### src/rtl/mux_scanner_pkg.sv
// Shared types and constants for the mux_scanner channel sampler.
package mux_scanner_pkg;

    typedef enum logic {
        IDLE  = 1'b0,
        VALID = 1'b1
    } state_t;

    localparam logic MODE_MANUAL = 1'b0;
    localparam logic MODE_SCAN   = 1'b1;

    // Next channel index, wrapping from n-1 back to 0.
    function automatic int unsigned wrap_inc(input int unsigned idx, input int unsigned n);
        return (idx + 1 >= n) ? 0 : idx + 1;
    endfunction

endpackage

### src/rtl/mux_scanner_if.sv
// Control, channel data and sample handshake bundle for mux_scanner.
// ch_mask is present only when MUX_SCANNER_MASK_EN is defined.
interface mux_scanner_if #(
    parameter int unsigned N = 16,
    parameter int unsigned W = 8
);
    localparam int unsigned SW = $clog2(N);

    logic            en;
    logic            mode;
    logic [SW-1:0]   sel;
    logic [N*W-1:0]  din;
    logic            dout_ready;
    logic [W-1:0]    dout;
    logic            dout_valid;
    logic [SW-1:0]   dout_ch;
    logic            dout_last;
`ifdef MUX_SCANNER_MASK_EN
    logic [N-1:0]    ch_mask;

    modport master (output en, mode, sel, din, dout_ready, ch_mask,
                    input  dout, dout_valid, dout_ch, dout_last);
    modport slave  (input  en, mode, sel, din, dout_ready, ch_mask,
                    output dout, dout_valid, dout_ch, dout_last);
`else
    modport master (output en, mode, sel, din, dout_ready,
                    input  dout, dout_valid, dout_ch, dout_last);
    modport slave  (input  en, mode, sel, din, dout_ready,
                    output dout, dout_valid, dout_ch, dout_last);
`endif
endinterface

### src/rtl/mux_nto1.sv
// Combinational N:1 selector of W-bit channels; sel is expected to be < N.
module mux_nto1 #(
    parameter int unsigned N = 16,
    parameter int unsigned W = 8
) (
    input  logic [N*W-1:0]       din,
    input  logic [$clog2(N)-1:0] sel,
    output logic [W-1:0]         y
);
    localparam int unsigned SW = $clog2(N);

    always_comb begin
        y = '0;
        for (int k = 0; k < int'(N); k++) begin
            if (sel == SW'(k)) y = din[k*W +: W];
        end
    end
endmodule

### src/rtl/mux_scanner.sv
// Manual/auto-scan channel sampler with a one-deep valid/ready output register.
// Optional channel masking is enabled by defining MUX_SCANNER_MASK_EN.
module mux_scanner #(
    parameter int unsigned N = 16,
    parameter int unsigned W = 8
) (
    input logic          clk,
    input logic          rst,
    mux_scanner_if.slave bus
);
    import mux_scanner_pkg::*;

    localparam int unsigned SW = $clog2(N);

    state_t        state;
    logic [SW-1:0] ptr;
    logic [W-1:0]  dout_q;
    logic [SW-1:0] dout_ch_q;
    logic          dout_last_q;
    logic          dout_valid_q;

    logic [SW-1:0] man_ch;
    logic [SW-1:0] scan_ch;
    logic [SW-1:0] cap_ch;
    logic [SW-1:0] ptr_adv;
    logic [W-1:0]  cap_data;
    logic          man_ok;
    logic          scan_ok;
    logic          scan_last;
    logic          cap_last;
    logic          cap_ok;
    logic          do_cap;
`ifdef MUX_SCANNER_MASK_EN
    logic [SW-1:0] hi_ch;
`endif

    // Channel selection: out-of-range manual selects fall back to channel 0.
    always_comb begin
        man_ch = ({1'b0, bus.sel} < (SW+1)'(N)) ? bus.sel : '0;
`ifdef MUX_SCANNER_MASK_EN
        scan_ok = 1'b0;
        scan_ch = '0;
        hi_ch   = '0;
        // Descending search so the nearest enabled channel at or after ptr wins.
        for (int i = int'(N) - 1; i >= 0; i--) begin
            int idx;
            idx = (int'(ptr) + i) % int'(N);
            if (bus.ch_mask[idx]) begin
                scan_ok = 1'b1;
                scan_ch = SW'(idx);
            end
        end
        for (int k = 0; k < int'(N); k++) begin
            if (bus.ch_mask[k]) hi_ch = SW'(k);
        end
        scan_last = scan_ok && (scan_ch == hi_ch);
        man_ok    = bus.ch_mask[man_ch];
`else
        scan_ok   = 1'b1;
        scan_ch   = ptr;
        scan_last = (ptr == SW'(N - 1));
        man_ok    = 1'b1;
`endif
        cap_ch   = (bus.mode == MODE_MANUAL) ? man_ch : scan_ch;
        cap_last = (bus.mode == MODE_SCAN) && scan_last;
        cap_ok   = bus.en && ((bus.mode == MODE_SCAN) ? scan_ok : man_ok);
        do_cap   = cap_ok && ((state == IDLE) || bus.dout_ready);
        ptr_adv  = SW'(wrap_inc(32'(scan_ch), N));
    end

    mux_nto1 #(.N(N), .W(W)) u_mux (
        .din (bus.din),
        .sel (cap_ch),
        .y   (cap_data)
    );

    // Output register FSM: a held sample only moves when accepted.
    always_ff @(posedge clk or posedge rst) begin
        if (rst) begin
            state        <= IDLE;
            ptr          <= '0;
            dout_q       <= '0;
            dout_ch_q    <= '0;
            dout_last_q  <= 1'b0;
            dout_valid_q <= 1'b0;
        end else begin
            if (do_cap) begin
                dout_q      <= cap_data;
                dout_ch_q   <= cap_ch;
                dout_last_q <= cap_last;
                if (bus.mode == MODE_SCAN) ptr <= ptr_adv;
            end
            case (state)
                IDLE: begin
                    if (do_cap) begin
                        state        <= VALID;
                        dout_valid_q <= 1'b1;
                    end
                end
                VALID: begin
                    if (bus.dout_ready && !do_cap) begin
                        state        <= IDLE;
                        dout_valid_q <= 1'b0;
                    end
                end
                default: begin
                    state        <= IDLE;
                    dout_valid_q <= 1'b0;
                end
            endcase
        end
    end

    assign bus.dout       = dout_q;
    assign bus.dout_ch    = dout_ch_q;
    assign bus.dout_last  = dout_last_q;
    assign bus.dout_valid = dout_valid_q;

endmodule

### src/flat_wrapper.sv
// flat-port wrapper written by rule: the top's interface ports become plain ports
module mux_scanner_flat import mux_scanner_pkg::*;
#(
    parameter int unsigned N = 16,
    parameter int unsigned W = 8
)
  (clk, rst, bus_en, bus_mode, bus_sel, bus_din, bus_dout_ready, bus_dout, bus_dout_valid, bus_dout_ch, bus_dout_last);
  mux_scanner_if #(.N(N), .W(W)) bus_i ();
  input logic clk;
  input logic rst;
  input wire logic [$bits(bus_i.en)-1:0] bus_en;
  input wire logic [$bits(bus_i.mode)-1:0] bus_mode;
  input wire logic [$bits(bus_i.sel)-1:0] bus_sel;
  input wire logic [$bits(bus_i.din)-1:0] bus_din;
  input wire logic [$bits(bus_i.dout_ready)-1:0] bus_dout_ready;
  output wire logic [$bits(bus_i.dout)-1:0] bus_dout;
  output wire logic [$bits(bus_i.dout_valid)-1:0] bus_dout_valid;
  output wire logic [$bits(bus_i.dout_ch)-1:0] bus_dout_ch;
  output wire logic [$bits(bus_i.dout_last)-1:0] bus_dout_last;
  assign bus_i.en = bus_en;
  assign bus_i.mode = bus_mode;
  assign bus_i.sel = bus_sel;
  assign bus_i.din = bus_din;
  assign bus_i.dout_ready = bus_dout_ready;
  assign bus_dout = bus_i.dout;
  assign bus_dout_valid = bus_i.dout_valid;
  assign bus_dout_ch = bus_i.dout_ch;
  assign bus_dout_last = bus_i.dout_last;
  mux_scanner #(.N(N), .W(W)) u_core (.clk(clk), .rst(rst), .bus(bus_i));
endmodule
### config.mk
export PLATFORM = sky130hd
export DESIGN_NAME = mux_scanner_flat
export DESIGN_NICKNAME = d
export VERILOG_FILES = /design/src/rtl/mux_scanner_pkg.sv /design/src/rtl/mux_scanner_if.sv /design/src/rtl/mux_nto1.sv /design/src/rtl/mux_scanner.sv /design/src/flat_wrapper.sv
export SDC_FILE = /design/constraint.sdc
export NUM_CORES = 1
export LEC_CHECK = 0
export ABC_CLOCK_PERIOD_IN_PS = 2000
export CORE_ASPECT_RATIO = 0.9
export CORE_UTILIZATION = 40
export CTS_BUF_LIST = sky130_fd_sc_hd__clkbuf_2 sky130_fd_sc_hd__clkbuf_4 sky130_fd_sc_hd__clkbuf_8
export DETAILED_ROUTE_END_ITERATION = 10
export PLACE_DENSITY = 0.8
export SYNTH_ARGS = -nofsm -noshare
export SYNTH_HDL_FRONTEND = slang
export SYNTH_SLANG_ARGS = --single-unit
### constraint.sdc
create_clock -name clk -period 2 [get_ports clk]
set_input_delay 0.5 -clock clk [delete_from_list [all_inputs] [get_ports clk]]
set_output_delay 0.5 -clock clk [all_outputs]
set_load 0.005 [all_outputs]
# After elaboration in Yosys (flattened, before gate mapping)
# Cells that the tools add are included.
# classes
order_cmp	1
mux	24
n_bitwise	1
n_reduce_logical	8
eq_ne	18
add_sub_neg	1
# op_table
op	count
8-bit two-way mux	16
4-bit equality test, second input constant	9
4-bit by 3-bit equality test with 1-bit output, second input constant	4
4-bit by 2-bit equality test with 1-bit output, second input constant	2
4-bit two-way mux	2
4-bit by 1-bit adder with 5-bit output, second input constant	1
5-bit greater-or-equal comparator, second input constant	1
4-bit by 1-bit equality test with 1-bit output, second input constant	1
4-bit logical NOT	1
1-bit two-way mux	4
1-bit one-hot mux with 2 select lines	2
2-bit AND reduction	2
1-bit logical AND	3
2-bit by 1-bit != test with 1-bit output, second input constant	1
2-bit != test, second input constant	1
1-bit logical NOT	1
1-bit logical OR	1
1-bit NOT	1
# word_totals
in_bits	137
ff_bits	19
wordCells	59
output_inout_bits	14

# Longest topological paths before layout
# Gate-level depths: netlist (run 1).
# logic_depth
ltp_word	18
mapped_depth	10
depth_no_buf	6

# Cells and area by module
# Synthesis (run 1) repeated with hierarchy kept, for this count alone.
# unflattened
cells_unflattened	251
area_unflattened_um2	2249.7
# by_module_without_submodules
module	n_inst	area_each_um2	seq_area_each_um2	cells_each
mux_nto1	1	1343.8	0.0	189
mux_scanner	1	905.9	475.5	62

# Worst setup path after synthesis (run 1)
# Ideal clock, no wire load.
# synth_timing
path_type	input -> register
start	input port bus_sel[1]
end	register u_core.dout_q[7], in the netlist u_core.bus.dout[7]
required_time_ns	1.871
path_slack_ns	0.034
setup_time_ns	0.129
cell_stages	9
path_buffers	3
arrival_ns	1.838
cell_sequence	buf_2 > nor3b_2 > or2_1 > buf_6 > buf_6 > a21oi_1 > o21ai_0 > a221oi_1 > a21oi_1
# synth_via
elab_chain_cells	18
word_cells_on_any_way	33
classes_between	15 x eq/ne; 17 x mux; 1 x reduce/logical
# synth_rtl
element	line_no	text
from (decl)	flat_wrapper.sv:13	input wire logic [$bits(bus_i.sel)-1:0] bus_sel;
4-bit two-way mux (*)	mux_scanner.sv:64	cap_ch = (bus.mode == MODE_MANUAL) ? man_ch : scan_ch;
4-bit logical NOT	mux_nto1.sv:15	if (sel == SW'(k)) y = din[k*W +: W];
8-bit two-way mux (15 in a row)	mux_nto1.sv:15	
8-bit two-way mux (*)	mux_nto1.sv:15	
to (signal assigned)	mux_scanner.sv:88	dout_q <= cap_data;
to (decl)	mux_scanner.sv:17	logic [W-1:0] dout_q;
# Mark *: on every way between the ends. The rest lies on a longest branch, timed or not.
# A chain may end at the register's enable or synchronous reset.

# Worst setup path in the final report (run 1)
# layout_timing
start	register u_core.ptr[0]
end	register u_core.dout_q[0], in the netlist u_core.bus.dout[0]
# layout_via
elab_chain_cells	18
word_cells_on_any_way	33
classes_between	15 x eq/ne; 17 x mux; 1 x reduce/logical
# layout_rtl
element	line_no	text
from (decl)	mux_scanner.sv:16	logic [SW-1:0] ptr;
from (signal assigned)	mux_scanner.sv:91	if (bus.mode == MODE_SCAN) ptr <= ptr_adv;
4-bit two-way mux (*)	mux_scanner.sv:64	
4-bit logical NOT	mux_nto1.sv:15	
8-bit two-way mux (15 in a row)	mux_nto1.sv:15	
8-bit two-way mux (*)	mux_nto1.sv:15	
# Marked as above.

==> summary.md, run 1 <==
| Metric | Value |
|---|---|
| First-pass GRT wire length | 19300 um |
| Vias per cell | 6.09 |
| Synth top area share | 18.1% |
| P_int | 2.09 mW |
| Root buffer cell | clkbuf_8 |
| Dpl hpwl | 10300 um |
| Slowest-stage cell, CP | dfrtp_2 |
| Gr usage total | 36.4% |
| Slew @ Worst Pin | 0.491 ns |
| Setup TNS | 0 ns |
| DRT antenna net count | 0 |
| Post-layout util | 80.6% |
| P_sw | 1.60 mW |
| Clock Latency Late Sink | 0.27 ns |
| Total power | 3.69 mW |
| Power Dens Cells | 733 nW/um^2 |
| Syn Inst Count | 361 |
| Crit path required time | 2.16 ns |
| Synth Register Bits | 19 |
| Ys flop type | dfrtp_1 |
| Worst Path Arrival | 2.12 ns |
| Die width | 87.5 um |
| Io pins | 151 |
| Hold_ws | 0.488 ns |
| GP Congestion | 0.974 |
| Avg Inst Size Synth | 7.30 sq um |
| DP Cell Count | 655 |
| Kind of critical path | reg2reg |
| Post-route cell area | 5030 sq um |
| CTS Hold Bufs | 0 |
| Fillcell total | 415 |
| Setup-failing EPs final | 0 |
| CP peak stage delay | 0.44 ns |
| Switching Share | 43.3% |
| Worst-path cell chain | buf_4 > nand3_2 > buf_4 > and2_2 > buf_4 > buf_4 > o22ai_1 > a22oi_1 > nand2_1 > o21ai_1 |
| Routed WL per cell | 19.4 um |
| Clock power frac | 7.7% |
| Longest Clk Path Bufs | 2 |
| CTS tree | done |
| Starting Density | 42.1% |
| Fraction of layout cells with a size suffix above 1 | 25.1% |
| Min Tclk post-route | 1.96 ns |
| Via Count | 4020 |
| Synth top area cells | dfrtp_1, o21ai_0, a22oi_1, nand2_1, a21oi_1 |
| Sequential share of power | 17.7% |
| Post-synth ARST share | 100% |
| Max-cap violations | 0 |
| Fin cells | 660 |
| Worst setup EP type | flip-flop |
| CTS sink cnt | 19 |
| Pre-CTS setup slack | -0.618 ns |
| Aggregate routed wire length | 12800 um |
| Peak Freq | 0.510 GHz |
| CORE AREA | 6250 sq um |
| Diode count | 0 |
| Combinational Power Share | 74.7% |
| Num CTS Buffers | 3 |
| Crit-path most repeated cell | buf_4 |
| Largest net degree at the start of global routing | 20 |
| Rows | 27 |
| Fin nets | 712 |
| Largest area contributor in the netlist | dfrtp_1 |
| Peak supply drop | 0.437 mV |
| Die height | 79.0 um |
| Remaining DRCs | 0 |
| Commonest cells in the netlist | o21ai_0, nand2_1, a21oi_1, nor2_1 |
| Post-synth EDFFs | 0 |
| Crit-path max FO | 14 |
| Clock Skews | 0.0145 ns |
| Clk slew on worst S/H paths | 0.09 ns |
| CTS H-tree depth | 1 |
| Netlist cell types | 65 |
| Startpoint Class | flip-flop |
| Mapped Area | 2630 sq um |
| Vias in the first global route | 3910 |
| Area growth, synth to finish | 91.2% |
| Fin worst setup slack | 0.0380 ns |
| Pleak | 1.99 nW |
| Pre-antenna DRT Iters | 5 |
| Initial DRC Count | 339 |
| DP Area | 4780 sq um |
| Final period util | 98.1% |
| I/O Buffers | 150 |
| Sequential fraction of the synthesis area | 18.1% |
| Slew HR | 67.2% |
| Congestion Overflow GR | 0 |
| Synth warn | 0 |
| Slew Viols, Final | 0 |
| Worst Hold Class | reg2reg |
| RSZ-0062 raised after global routing | true |
| Status | finished clean |
| Hold Vio Cnt, Final | 0 |
| Die Area | 6910 sq um |
| Most frequent cell after synthesis | o21ai_0 |
| Initial antenna violation count | 0 |
| Net Count, Synth | 499 |
[routing by layer]
metal	track usage (%)	wire [um]	up-vias
met5	0	0	-
met4	13.6	471	0
met3	5.30	1120	37
met2	61.5	6010	274
met1	46.8	5220	1871
li1	-	-	1838
[layout by cell type (no fill, tap or decap), types with 3 or more instances in the layout]
cell type / n
a2bb2oi_1: 3
a32o_1: 3
o22a_1: 5
nand3_1: 9
nor3_1: 3
buf_4: 84
o21a_1: 3
nor2_2: 3
a31oi_1: 5
inv_1: 13
a22oi_1: 17
buf_12: 5
a21oi_1: 22
o32ai_1: 3
o22ai_1: 8
clkdlybuf4s50_1: 145
nand4_1: 6
o221ai_1: 4
o21ai_0: 40
o211ai_1: 7
clkbuf_2: 3
nand2_1: 36
o21ai_1: 6
a211oi_1: 8
clkbuf_8: 3
nor2b_1: 5
a221oi_1: 5
nor2_1: 17
nand2b_1: 4
dfrtp_1: 17
[power groups by stage]
stage	logic (mW)	clock network (mW)	registers, mW
after global routing	2.94	0.298	0.667
after CTS	2.56	0.274	0.647
after global placement	2.45	0	0.645
final	2.76	0.283	0.652
after floorplan	1.25	0	0.615
after detailed placement	2.49	0	0.647
[what timing repair did]
item / 4_1_cts / 5_1_grt
resized for setup: 26 / 32
pin swaps: 8 / 8
endpoints found under the setup margin: 8 / 10
setup buffers: 0 / 1
[flip-flops by register name, indices dropped and copies added (netlist names)]
register / count
u_core.bus.dout: 8
u_core.bus.dout_ch: 4
u_core.state: 1
u_core.bus.dout_valid: 1
u_core.bus.dout_last: 1
u_core.ptr: 4
[cells by family (layout without fill, tap and decap cells)]
family,after synthesis,count (layout),synth area share [%]
simple gates,110,110,21.9
fa+ha+maj,1,1,0.475
xor+xnor,1,1,0.333
buf+inv,48,260,9.79
mux,2,2,0.808
compound gates,180,180,48.7
flops,19,19,18.1
[final timing paths]
path	slack (ns)	depth (start not counted)	from	endpoint
min in group asynchronous	0.56	3	rst	u_core.bus.dout[3]$_DFFE_PP0P_
max reg2reg	0.04	10	u_core.ptr[0]$_DFFE_PP0P_	u_core.bus.dout[0]$_DFFE_PP0P_
min	0.49	2	u_core.bus.dout_ch[0]$_DFFE_PP0P_	u_core.bus.dout_ch[0]$_DFFE_PP0P_
max in group asynchronous	1.20	3	rst	u_core.ptr[1]$_DFFE_PP0P_
max	0.04	10	u_core.ptr[0]$_DFFE_PP0P_	u_core.bus.dout[0]$_DFFE_PP0P_
min reg2reg	0.49	2	u_core.bus.dout_ch[0]$_DFFE_PP0P_	u_core.bus.dout_ch[0]$_DFFE_PP0P_
[worst max-delay path: cells and delay by family, from the launching register on]
family          cells  cell delay [ns]
flops               1             0.44
buf+inv             4             0.67
compound gates      3             0.32
simple gates        3             0.42
[final cells by class]
cell class | count | area [sq um] | area share [%]
sequential | 19 | 478 | 9.49
timing repair buffer | 241 | 2240 | 44.5
clock buffer | 3 | 41.3 | 0.820
clock inverter | 1 | 5.00 | 0.0994
tap | 87 | 109 | 2.16
multi-input combinational | 294 | 2100 | 41.8
inverter | 15 | 56.3 | 1.12
Power figures use the tool's default switching activity.
==> inputs of run 2 (changes only) <==
--- a/config.mk
+++ b/config.mk
@@ -7,10 +7,12 @@
 export LEC_CHECK = 0
 export ABC_CLOCK_PERIOD_IN_PS = 2000
 export CORE_ASPECT_RATIO = 0.9
+export CORE_MARGIN = 2
 export CORE_UTILIZATION = 40
 export CTS_BUF_LIST = sky130_fd_sc_hd__clkbuf_2 sky130_fd_sc_hd__clkbuf_4 sky130_fd_sc_hd__clkbuf_8
 export DETAILED_ROUTE_END_ITERATION = 10
 export PLACE_DENSITY = 0.8
+export SETUP_SLACK_MARGIN = 0.4
 export SYNTH_ARGS = -nofsm -noshare
 export SYNTH_HDL_FRONTEND = slang
 export SYNTH_SLANG_ARGS = --single-unit
==> summary.md, run 2 (synthesized netlist as in run 1, its figures left out) <==
| Metric | Value |
|---|---|
| Switching Share | 44.7% |
| Die width | 89.5 um |
| Gr usage total | 38.9% |
| Remaining DRCs | 0 |
| Worst Hold Class | reg2reg |
| DP Area | 4800 sq um |
| Status | finished with violations |
| Post-route cell area | 5520 sq um |
| Clock power frac | 7.3% |
| Routed WL per cell | 23.0 um |
| CTS sink cnt | 19 |
| Slowest-stage cell, CP | dfrtp_2 |
| Slew Viols, Final | 0 |
| P_sw | 1.87 mW |
| Largest net degree at the start of global routing | 20 |
| Max FFs per register | 8 |
| Die height | 81.0 um |
| Final period util | 100% |
| Max-cap violations | 0 |
| CORE AREA | 6480 sq um |
| Slew @ Worst Pin | 0.505 ns |
| Root buffer cell | clkbuf_8 |
| Clock Latency Late Sink | 0.27 ns |
| Die Area | 7250 sq um |
| Pleak | 2.21 nW |
| Worst-path cell chain | and3b_2 > or2_4 > buf_12 > buf_16 > a22oi_2 > a21oi_2 > a311oi_1 > o21ai_1 |
| Fraction of layout cells with a size suffix above 1 | 33.2% |
| Vias per cell | 6.55 |
| Slew HR | 66.3% |
| Area growth, synth to finish | 110% |
| Worst Path Arrival | 2.15 ns |
| Via Count | 4463 |
| Starting Density | 40.6% |
| Pre-antenna DRT Iters | 5 |
| Sequential share of power | 16.2% |
| Setup TNS | -0.00258 ns |
| Aggregate routed wire length | 15700 um |
| CTS tree | done |
| First-pass GRT wire length | 21400 um |
| Peak Freq | 0.499 GHz |
| Longest Clk Path Bufs | 2 |
| Fin worst setup slack | -0.00258 ns |
| Peak supply drop | 0.538 mV |
| Initial DRC Count | 595 |
| Clock Skews | 0.0102 ns |
| Kind of critical path | reg2reg |
| Num CTS Buffers | 3 |
| Io pins | 151 |
| Most frequent cells in the layout | clkdlybuf4s50_1, buf_4, nand2_1 |
| Worst setup EP type | flip-flop |
| Fin nets | 730 |
| Setup-failing EPs final | 1 |
| CTS Hold Bufs | 0 |
| Min Tclk post-route | 2.00 ns |
| Commonest non-fill, non-tap cell in the layout | clkdlybuf4s50_1 |
| P_int | 2.30 mW |
| Vias in the first global route | 4160 |
| CP peak stage delay | 0.46 ns |
| Initial antenna violation count | 0 |
| RSZ-0062 raised after global routing | true |
| CTS H-tree depth | 1 |
| Congestion Overflow GR | 0 |
| Crit path required time | 2.15 ns |
| Dpl hpwl | 10600 um |
| Diode count | 0 |
| Rows | 28 |
| Failing checks | setup timing |
| I/O Buffers | 150 |
| Crit-path max FO | 6 |
| Power Dens Cells | 755 nW/um^2 |
| Startpoint Class | flip-flop |
| Combinational Power Share | 76.5% |
| GP Congestion | 1.01 |
| Clk slew on worst S/H paths | 0.09 ns |
| Hold Vio Cnt, Final | 0 |
| DRT antenna net count | 0 |
run 2: cell type report:
cell class	instances	area, sq um
multi-input combinational	294	2290
sequential	19	479
clock buffer	4	48.8
fill	346	960
inverter	15	58.8
tap	90	113
timing repair buffer	259	2530
run 2: routing by layer:
metal  share of wire, %  GRT usage [%]  vias up
met4                6.6           16.6        0
li1                   -              -     1879
met1                 36           50.0     2047
met5                  0              0        -
met2                 45           64.1      426
met3                 12           6.40      111
run 2: worst paths after layout:
kind	end	from	cells after the start	slack, ns
min	u_core.bus.dout_ch[0]$_DFFE_PP0P_	u_core.bus.dout_ch[0]$_DFFE_PP0P_	2	0.48
max reg2reg	u_core.bus.dout[2]$_DFFE_PP0P_	u_core.ptr[1]$_DFFE_PP0P_	8	-0.003
min reg2reg	u_core.bus.dout_ch[0]$_DFFE_PP0P_	u_core.bus.dout_ch[0]$_DFFE_PP0P_	2	0.48
min in group asynchronous	u_core.state$_DFF_PP0_	rst	3	0.57
max	u_core.bus.dout[2]$_DFFE_PP0P_	u_core.ptr[1]$_DFFE_PP0P_	8	-0.003
max in group asynchronous	u_core.ptr[0]$_DFFE_PP0P_	rst	3	1.19
run 2: metrics by stage:
step	hold slack [ns]	util (%)	power [mW]	setup WS, ns	instances
after CTS	0.483	80.9	3.70	0.0542	675
after global routing	0.545	85.2	4.31	-0.0643	681
after global placement	0.462	74.0	3.10	-0.602	655
after floorplan	0.450	-	1.91	0.0664	361
final	0.484	85.2	4.17	-0.00258	681
after detailed placement	0.471	74.0	3.16	-0.566	655
run 2: critical path, delay by kind of cell, from the launching register on:
kind	cells	cell delay (ns)
DFF	1	0.46
buffers and inverters	2	0.29
and+or+nand+nor	2	0.55
AOI/OAI and AO/OA	4	0.57
run 2: power groups by stage:
stage / clock network, mW / registers (mW) / logic (mW)
global placement: 0 / 0.660 / 2.44
detailed placement: 0 / 0.660 / 2.49
CTS: 0.290 / 0.654 / 2.76
finish: 0.304 / 0.677 / 3.19
global route: 0.307 / 0.685 / 3.32
floorplan: 0 / 0.615 / 1.30
run 2: timing repair:
| action | in CTS | in global routing |
|---|---|---|
| buffers inserted | 13 | 4 |
| pin swaps | 28 | 22 |
| gates cloned | 3 | 2 |
| setup endpoints to repair | 27 | 8 |
| gates resized for setup | 84 | 44 |
